`config.mk`:
```
export PLATFORM = sky130hd
export DESIGN_NAME = stack_seq_ctrl
export DESIGN_NICKNAME = d
export VERILOG_FILES = /design/src/rtl/stack_seq_ctrl.sv
export SDC_FILE = /design/constraint.sdc
export NUM_CORES = 1
export LEC_CHECK = 0
export CAP_MARGIN = 20
export CORE_MARGIN = 3
export CORE_UTILIZATION = 60
export CTS_CLUSTER_DIAMETER = 80
export DETAILED_ROUTE_END_ITERATION = 8
export DONT_BUFFER_PORTS = 1
export MAX_ROUTING_LAYER = met4
export PLACE_DENSITY = 0.76
export SETUP_SLACK_MARGIN = 0.2
export SLEW_MARGIN = 0
export SYNTH_ARGS = -nofsm -noshare
export SYNTH_HDL_FRONTEND = slang
export SYNTH_SLANG_ARGS = --single-unit
```
`constraint.sdc`:
```
create_clock -name clk -period 2.9 [get_ports clk]
set_input_delay 0.725 -clock clk [delete_from_list [all_inputs] [get_ports clk]]
set_output_delay 0.725 -clock clk [all_outputs]
set_load 0.1 [all_outputs]
```
`src/rtl/stack_seq_ctrl.sv`:
```
// Stack sequencer for CALL / RET / INT / RTI control transfers.
// Owns the stack pointer and the data-memory port while a sequence runs.
module stack_seq_ctrl #(
   parameter int                ADDR_W     = 32,
   parameter int                PC_W       = 32,
   parameter logic [ADDR_W-1:0] SP_INIT    = 32'h0000_0FFF,
   parameter logic [PC_W-1:0]   INT_VECTOR = 32'h0000_0000
) (
   input  logic              clk,
   input  logic              rst,
   input  logic              int_req,
   input  logic              call_req,
   input  logic              ret_req,
   input  logic              rti_req,
   input  logic [PC_W-1:0]   pc_in,
   input  logic [PC_W-1:0]   target_pc,
   input  logic [3:0]        flags_in,
   input  logic [15:0]       mem_rdata,
   output logic              stall,
   output logic              mem_we,
   output logic              mem_re,
   output logic [ADDR_W-1:0] mem_addr,
   output logic [15:0]       mem_wdata,
   output logic [ADDR_W-1:0] sp_out,
   output logic              pc_load,
   output logic [PC_W-1:0]   pc_next,
   output logic              flags_load,
   output logic [3:0]        flags_out,
   output logic              int_ack,
   output logic              done
);

   typedef enum logic [3:0] {
      IDLE,
      C_HI, C_LO, C_JMP,
      I_FL, I_HI, I_LO, I_JMP,
      R_P0, R_P1, R_LD,
      T_P0, T_P1, T_P2, T_LD
   } state_t;

   state_t            state, state_nxt;
   logic [ADDR_W-1:0] sp;
   logic              int_pending;
   logic [PC_W-1:0]   pc_reg, tgt_reg;
   logic [3:0]        flags_reg;
   logic [15:0]       lo_reg, hi_reg;

   logic take_int, any_req, accept, accept_int, push, pop;

   // Interrupts (latched or arriving now) win over every level request.
   assign take_int   = int_pending | int_req;
   assign any_req    = take_int | rti_req | call_req | ret_req;
   assign accept     = (state == IDLE) && any_req;
   assign accept_int = (state == IDLE) && take_int;
   assign sp_out     = sp;

   always_comb begin
      state_nxt  = state;
      stall      = 1'b1;
      push       = 1'b0;
      pop        = 1'b0;
      mem_wdata  = '0;
      pc_load    = 1'b0;
      pc_next    = '0;
      flags_load = 1'b0;
      flags_out  = '0;
      int_ack    = 1'b0;
      done       = 1'b0;
      case (state)
         IDLE: begin
            stall = any_req;
            if (take_int)      state_nxt = I_FL;
            else if (rti_req)  state_nxt = T_P0;
            else if (call_req) state_nxt = C_HI;
            else if (ret_req)  state_nxt = R_P0;
         end
         C_HI: begin push = 1'b1; mem_wdata = pc_reg[31:16]; state_nxt = C_LO; end
         C_LO: begin push = 1'b1; mem_wdata = pc_reg[15:0];  state_nxt = C_JMP; end
         C_JMP: begin
            pc_load = 1'b1; pc_next = tgt_reg; done = 1'b1; state_nxt = IDLE;
         end
         I_FL: begin push = 1'b1; mem_wdata = {12'b0, flags_reg}; state_nxt = I_HI; end
         I_HI: begin push = 1'b1; mem_wdata = pc_reg[31:16];      state_nxt = I_LO; end
         I_LO: begin push = 1'b1; mem_wdata = pc_reg[15:0];       state_nxt = I_JMP; end
         I_JMP: begin
            pc_load = 1'b1; pc_next = INT_VECTOR; flags_load = 1'b1;
            int_ack = 1'b1; done = 1'b1; state_nxt = IDLE;
         end
         R_P0: begin pop = 1'b1; state_nxt = R_P1; end
         R_P1: begin pop = 1'b1; state_nxt = R_LD; end
         // Read data arrives one cycle late, so the last popped word is used live.
         R_LD: begin
            pc_load = 1'b1; pc_next = {mem_rdata, lo_reg}; done = 1'b1; state_nxt = IDLE;
         end
         T_P0: begin pop = 1'b1; state_nxt = T_P1; end
         T_P1: begin pop = 1'b1; state_nxt = T_P2; end
         T_P2: begin pop = 1'b1; state_nxt = T_LD; end
         T_LD: begin
            pc_load = 1'b1; pc_next = {hi_reg, lo_reg}; flags_load = 1'b1;
            flags_out = mem_rdata[3:0]; done = 1'b1; state_nxt = IDLE;
         end
         default: state_nxt = IDLE;
      endcase
      mem_we   = push;
      mem_re   = pop;
      mem_addr = push ? sp : (pop ? sp + ADDR_W'(1) : '0);
   end

   // Aborting via reset simply forgets any partially pushed frame.
   always_ff @(posedge clk) begin
      if (rst) begin
         state       <= IDLE;
         sp          <= SP_INIT;
         int_pending <= 1'b0;
         pc_reg      <= '0;
         tgt_reg     <= '0;
         flags_reg   <= '0;
         lo_reg      <= '0;
         hi_reg      <= '0;
      end else begin
         state       <= state_nxt;
         int_pending <= take_int & ~accept_int;
         if (push)     sp <= sp - ADDR_W'(1);
         else if (pop) sp <= sp + ADDR_W'(1);
         if (accept) begin
            pc_reg    <= pc_in;
            tgt_reg   <= target_pc;
            flags_reg <= flags_in;
         end
         if (state == R_P1 || state == T_P1) lo_reg <= mem_rdata;
         if (state == T_P2)                  hi_reg <= mem_rdata;
      end
   end

endmodule
```
==> results of run 1 <==
## kinds of logic after synthesis
| family | count (synthesis) |
|---|---|
| simple gates | 421 |
| flops | 137 |
| compound gates | 274 |
| fa+ha+maj | 2 |
| xor+xnor | 15 |
| buf+inv | 107 |
| mux | 42 |
## cells in the mapped netlist (4+ instances only)
library cell	instances	area, um^2
nor4_1	15	93.8
nand2_1	228	856
nand3_1	24	120
nor4_2	4	50.1
and4_1	6	52.6
nor2_1	52	195
and3_1	10	62.6
o22ai_1	6	37.5
a22o_1	29	254
a31oi_1	13	81.3
o21ai_0	61	305
or4_1	5	37.5
buf_2	23	115
a21boi_0	4	30.0
or3_1	7	43.8
a21o_1	5	37.5
inv_1	13	48.8
clkbuf_1	58	218
buf_1	9	33.8
a21oi_1	107	536
nand2b_1	6	37.5
mux2i_1	34	340
dfxtp_1	137	2740
mux2_2	7	78.8
a211oi_1	5	37.5
a22oi_1	7	52.6
nor2b_1	9	56.3
xor2_1	4	35.0
xnor2_1	11	96.3
o31ai_1	8	60.1
nor3_1	24	120
nand4_1	11	68.8
nor4b_1	4	35.0
## per-stage QoR
stage          cell area (um^2)  hold WS [ns]  TNS (ns)   util
2_1_floorplan              8490         0.436     -2.54      -
3_5_place_dp              10400         0.441         0  0.880
3_3_place_gp              10400         0.436         0  0.880
==> run_results.csv, run 1 <==
group,metric,value,unit
run_status,status,"did not finish",
run_status,haltStage,"4_1_cts",
run_status,firstError,"[ERROR DPL-0038] Utilization greater than 100%, impossible to legalize",
synth,async_reset_ff_frac,0,
synth,avgSynthCellArea,7.43,um^2
cts,cts_resized,219,
synth,synth_fp_nets,1090,
place,portBuffers,0,
synth,yosysSeqAreaShare,0.370,
floorplanning,io_pins,213,
cts,clockBufferDepth,2,
synth,synth_seq_cells,137,
cts,htree_levels,4,
cts,clock-sinks,137,
cts,numCtsBuffers,17,
place,pre_cts_ws,0.0698,ns
synth,synth_edf_count,0,
synth,synth_simple_gate_area_frac,0.264,
floorplanning,fp.dieW,117,um
cts,hold_buffers,0,
place,gp_congestion,1.03,
synth,synth_compound_area_frac,0.227,
synth,synth_top_family_by_area,"simple AND/OR/NAND/NOR gates",
synth,synthAdderAreaFrac,0.00337,
synth,synthCells,998,
synth,yosys_warnings,0,
place,numPlacedInstances,1231,
floorplanning,die_y,117,um
cts,post-cts-setup-buffer-count,53,
floorplanning,fp-row-count,39,
place,hpwl,18600,um
synth,synthMuxAreaShare,0.0585,
synth,synth_top_flop_cell,"dfxtp_1",
synth,synth.distinct_cells,61,
floorplanning,initial_utilization,0.631,
synth,synthesis.area,0.00742,mm^2
synth,synth_xor_xnor_area_share,0.0177,
cts,root_buffer,"clkbuf_16",
==> run 2: changes to the inputs <==
--- a/config.mk
+++ b/config.mk
@@ -7,13 +7,10 @@
 export LEC_CHECK = 0
 export CAP_MARGIN = 20
 export CORE_MARGIN = 3
-export CORE_UTILIZATION = 60
-export CTS_CLUSTER_DIAMETER = 80
+export CORE_UTILIZATION = 40
 export DETAILED_ROUTE_END_ITERATION = 8
 export DONT_BUFFER_PORTS = 1
-export MAX_ROUTING_LAYER = met4
-export PLACE_DENSITY = 0.76
-export SETUP_SLACK_MARGIN = 0.2
+export PLACE_DENSITY_LB_ADDON = 0.15
 export SLEW_MARGIN = 0
 export SYNTH_ARGS = -nofsm -noshare
 export SYNTH_HDL_FRONTEND = slang
==> run 2 against run 1 <==
Against the previous run: the flow now finishes, with violations (setup timing); area after synthesis stayed put; synthesized cell count is the same.
==> run_results.csv, run 2 <==
group,metric,value,unit
run_status,status,"finished, violations left",
run_status,failed_checks,"setup timing",
synth,yosys.area.top_type,"dfxtp_1",
synth,yosysSeqAreaShare,0.370,
worst_hold_path,holdPathEnd,"sp_out[18]",
routing,drc,0,
timing,hold-worst-slack,0.380,ns
timing,setup_violations,11,
place,numPlacedInstances,1302,
setup_path,cp_num_buf_inv,1,
synth,synth_top_area_share,0.370,
timing,relSlewSlack,0.255,
global_routing,grt_max_degree,126,
finish,final_nets,1212,
synth,yosys_warnings,0,
cts,htree_levels,4,
finish,layout-drive-gt1-share,0.346,
place,dpl_cell_area,0.0104,mm^2
setup_path,critPathLaunchType,"flip-flop",
place,hpwl,17900,um
setup_path,path_cells,"nand2_1, or4_4, buf_6, or4_4, nor2_4, a21o_4",
timing,tightest_slew,1.10,ns
synth,synth_most_common_cell,"nand2_1",
finish,fin_area,0.0115,mm^2
routing,vias_per_cell,5.85,
setup_path,cpLargestDelayFamily,"simple AND/OR/NAND/NOR gates",
power_and_ir_drop,p_per_area,1220,mW/mm^2
finish,mostFrequentLayoutCells,"nand2_1, dfxtp_1, a21oi_1",
setup_path,crit_path_frequent_cell,"or4_4",
routing,first_pass_iters,5,
cts,clk_latency,0.42,ns
cts,clk_pin_slew,0.06,ns
setup_path,crit_fanout,7,
finish,antenna_cells,0,
routing,drt_iter0_drc,739,
setup_path,slowest_stage,"or4_4",
finish,area_growth,55.5,%
worst_hold_path,hold_start,"rst",
synth,synth_fp_nets,1090,
setup_path,cpPeakStageDelay,0.57,ns
power_and_ir_drop,p_leak,0.00447,uW
cts,numCtsBuffers,17,
routing,routed_wl,26500,um
setup_path,cp_data_required_time,2.17,ns
finish,layout_commonest_cell,"nand2_1",
finish,fin_cells,1361,
floorplanning,io_pins,213,
synth,synth_top_flop_cell,"dfxtp_1",
floorplanning,fp-row-count,49,
timing,setup_ws,-0.244,ns
synth,synth_top_cells_by_area,"dfxtp_1, nand2_1, a21oi_1",
synth,synth.distinct_cells,61,
setup_path,crit_arrival,2.42,ns
power_and_ir_drop,ir_drop,0.717,mV
floorplanning,fp.dieW,142,um
timing,max_freq,318,MHz
synth,avgSynthCellArea,7.43,um^2
floorplanning,die_y,142,um
global_routing,grt_pass1_wl,41000,um
global_routing,grt.total_usage,0.252,
timing,hold_viol_final,0,
setup_path,criticalPathCategory,"flip-flop to output port",
setup_path,r2r_start,"sp_out[1]",
setup_path,worstSetupEndpointType,"output port",
routing,drt-wirelength-per-cell,19.5,um
cts,root_buffer,"clkbuf_16",
routing,vias,7959,
timing,fin_crit_sh,1.08,
routing,ant_nets,0,
floorplanning,dieArea,0.0202,mm^2
synth,synthesis.area,0.00742,mm^2
floorplanning,core,0.0181,mm^2
synth,synthCells,998,
worst_hold_path,worstHoldPathCells,1,
cts,clock-sinks,137,
global_routing,antenna_found_initial,0,
setup_path,crit_cells,6,
cts,clockBufferDepth,2,
global_routing,grt_pass1_vias,7601,
timing,period_minus_slack,3.14,ns
setup_path,r2r_slack,0.13,ns
synth,synth_seq_cells,137,
setup_path,reg2reg_depth,11,
place,gp_congestion,0.863,
timing,rsz0062_at_grt,"true",
place,portBuffers,0,
worst_hold_path,hp-class,"primary input to flip-flop",
synth,async_reset_ff_frac,0,
timing,skew,0.0117,ns
synth,synth_commonest_cells,"nand2_1, dfxtp_1, a21oi_1",
global_routing,overflow,0,
flow_run,cap_violations,0,
cts,cts_tree,"done",
timing,slew_violations,0,
setup_path,timing.rr.end,"sp_out[30]",
synth,synth_edf_count,0,
floorplanning,initial_utilization,0.410,
## run 2: cell counts after synthesis
Identical to the previous run, type by type.
## run 2: worst max-delay path by stage
| stage | startpoint | end |
|---|---|---|
| detailed placement | sp_out[0] | mem_addr[28] |
| CTS | sp_out[1] | mem_addr[23] |
| global route | sp_out[11] | mem_addr[21] |
| floorplan | state[1] | pc_next[16] |
| global placement | sp_out[0] | mem_addr[28] |
| finish | sp_out[11] | mem_addr[21] |
## run 2: final cells by class
cell class	count	area (um^2)
sequential	137	2840
multi-input combinational	755	5130
fill	1485	6550
clock inverter	11	120
timing repair buffer	195	2590
tap	229	287
inverter	14	78.8
clock buffer	20	489
## run 2: worst register-to-register path, stage by stage, from the launching register on
cell	delay, ns
dfxtp_4	0.36
buf_6	0.12
buf_4	0.13
buf_4	0.13
inv_1	0.11
ha_1	0.20
nor4b_1	0.24
buf_4	0.20
nand3_1	0.28
nor4_1	0.44
a22oi_1	0.16
mux2_2	0.30
## run 2: power by group
part           leakage (uW)  internal (uW)  switching, uW
combinational       0.00304           2900           6260
clock              0.000300           1330            919
sequential          0.00113           2370            303
total               0.00447           6610           7480
## run 2: per-layer routing
metal | vias to the layer above | track usage | wire length (um)
li1 | 3779 | - | -
met1 | 3807 | 0.315 | 10800
met2 | 319 | 0.413 | 12900
met3 | 54 | 0.0867 | 2150
met4 | 0 | 0.0778 | 683
met5 | - | 0 | 0
## run 2: per-stage QoR
step	TNS (ns)	utilization	setup slack, ns	power (uW)
after floorplan	-4.02	-	-0.442	8830
after global placement	0	0.574	0.136	11000
after detailed placement	0	0.574	0.115	11100
after CTS	-2.03	0.620	-0.224	13700
after global routing	-2.85	0.638	-0.304	14700
final	-1.78	0.638	-0.244	14100
## run 2: what timing repair did
action	in CTS	in global routing
cloned	1	0
pin swaps	17	20
resized for setup	40	54
buffers inserted	11	17
setup endpoints to repair	68	66
hold buffers	0	0
## run 2: kinds of logic after synthesis
kind of cell | count (synthesis) | synth area share
buf+inv | 107 | 0.0592
fa+ha+maj | 2 | 0.00337
flops | 137 | 0.370
mux | 42 | 0.0585
compound gates | 274 | 0.227
simple gates | 421 | 0.264
xor+xnor | 15 | 0.0177
Power figures use the tool's default switching activity.
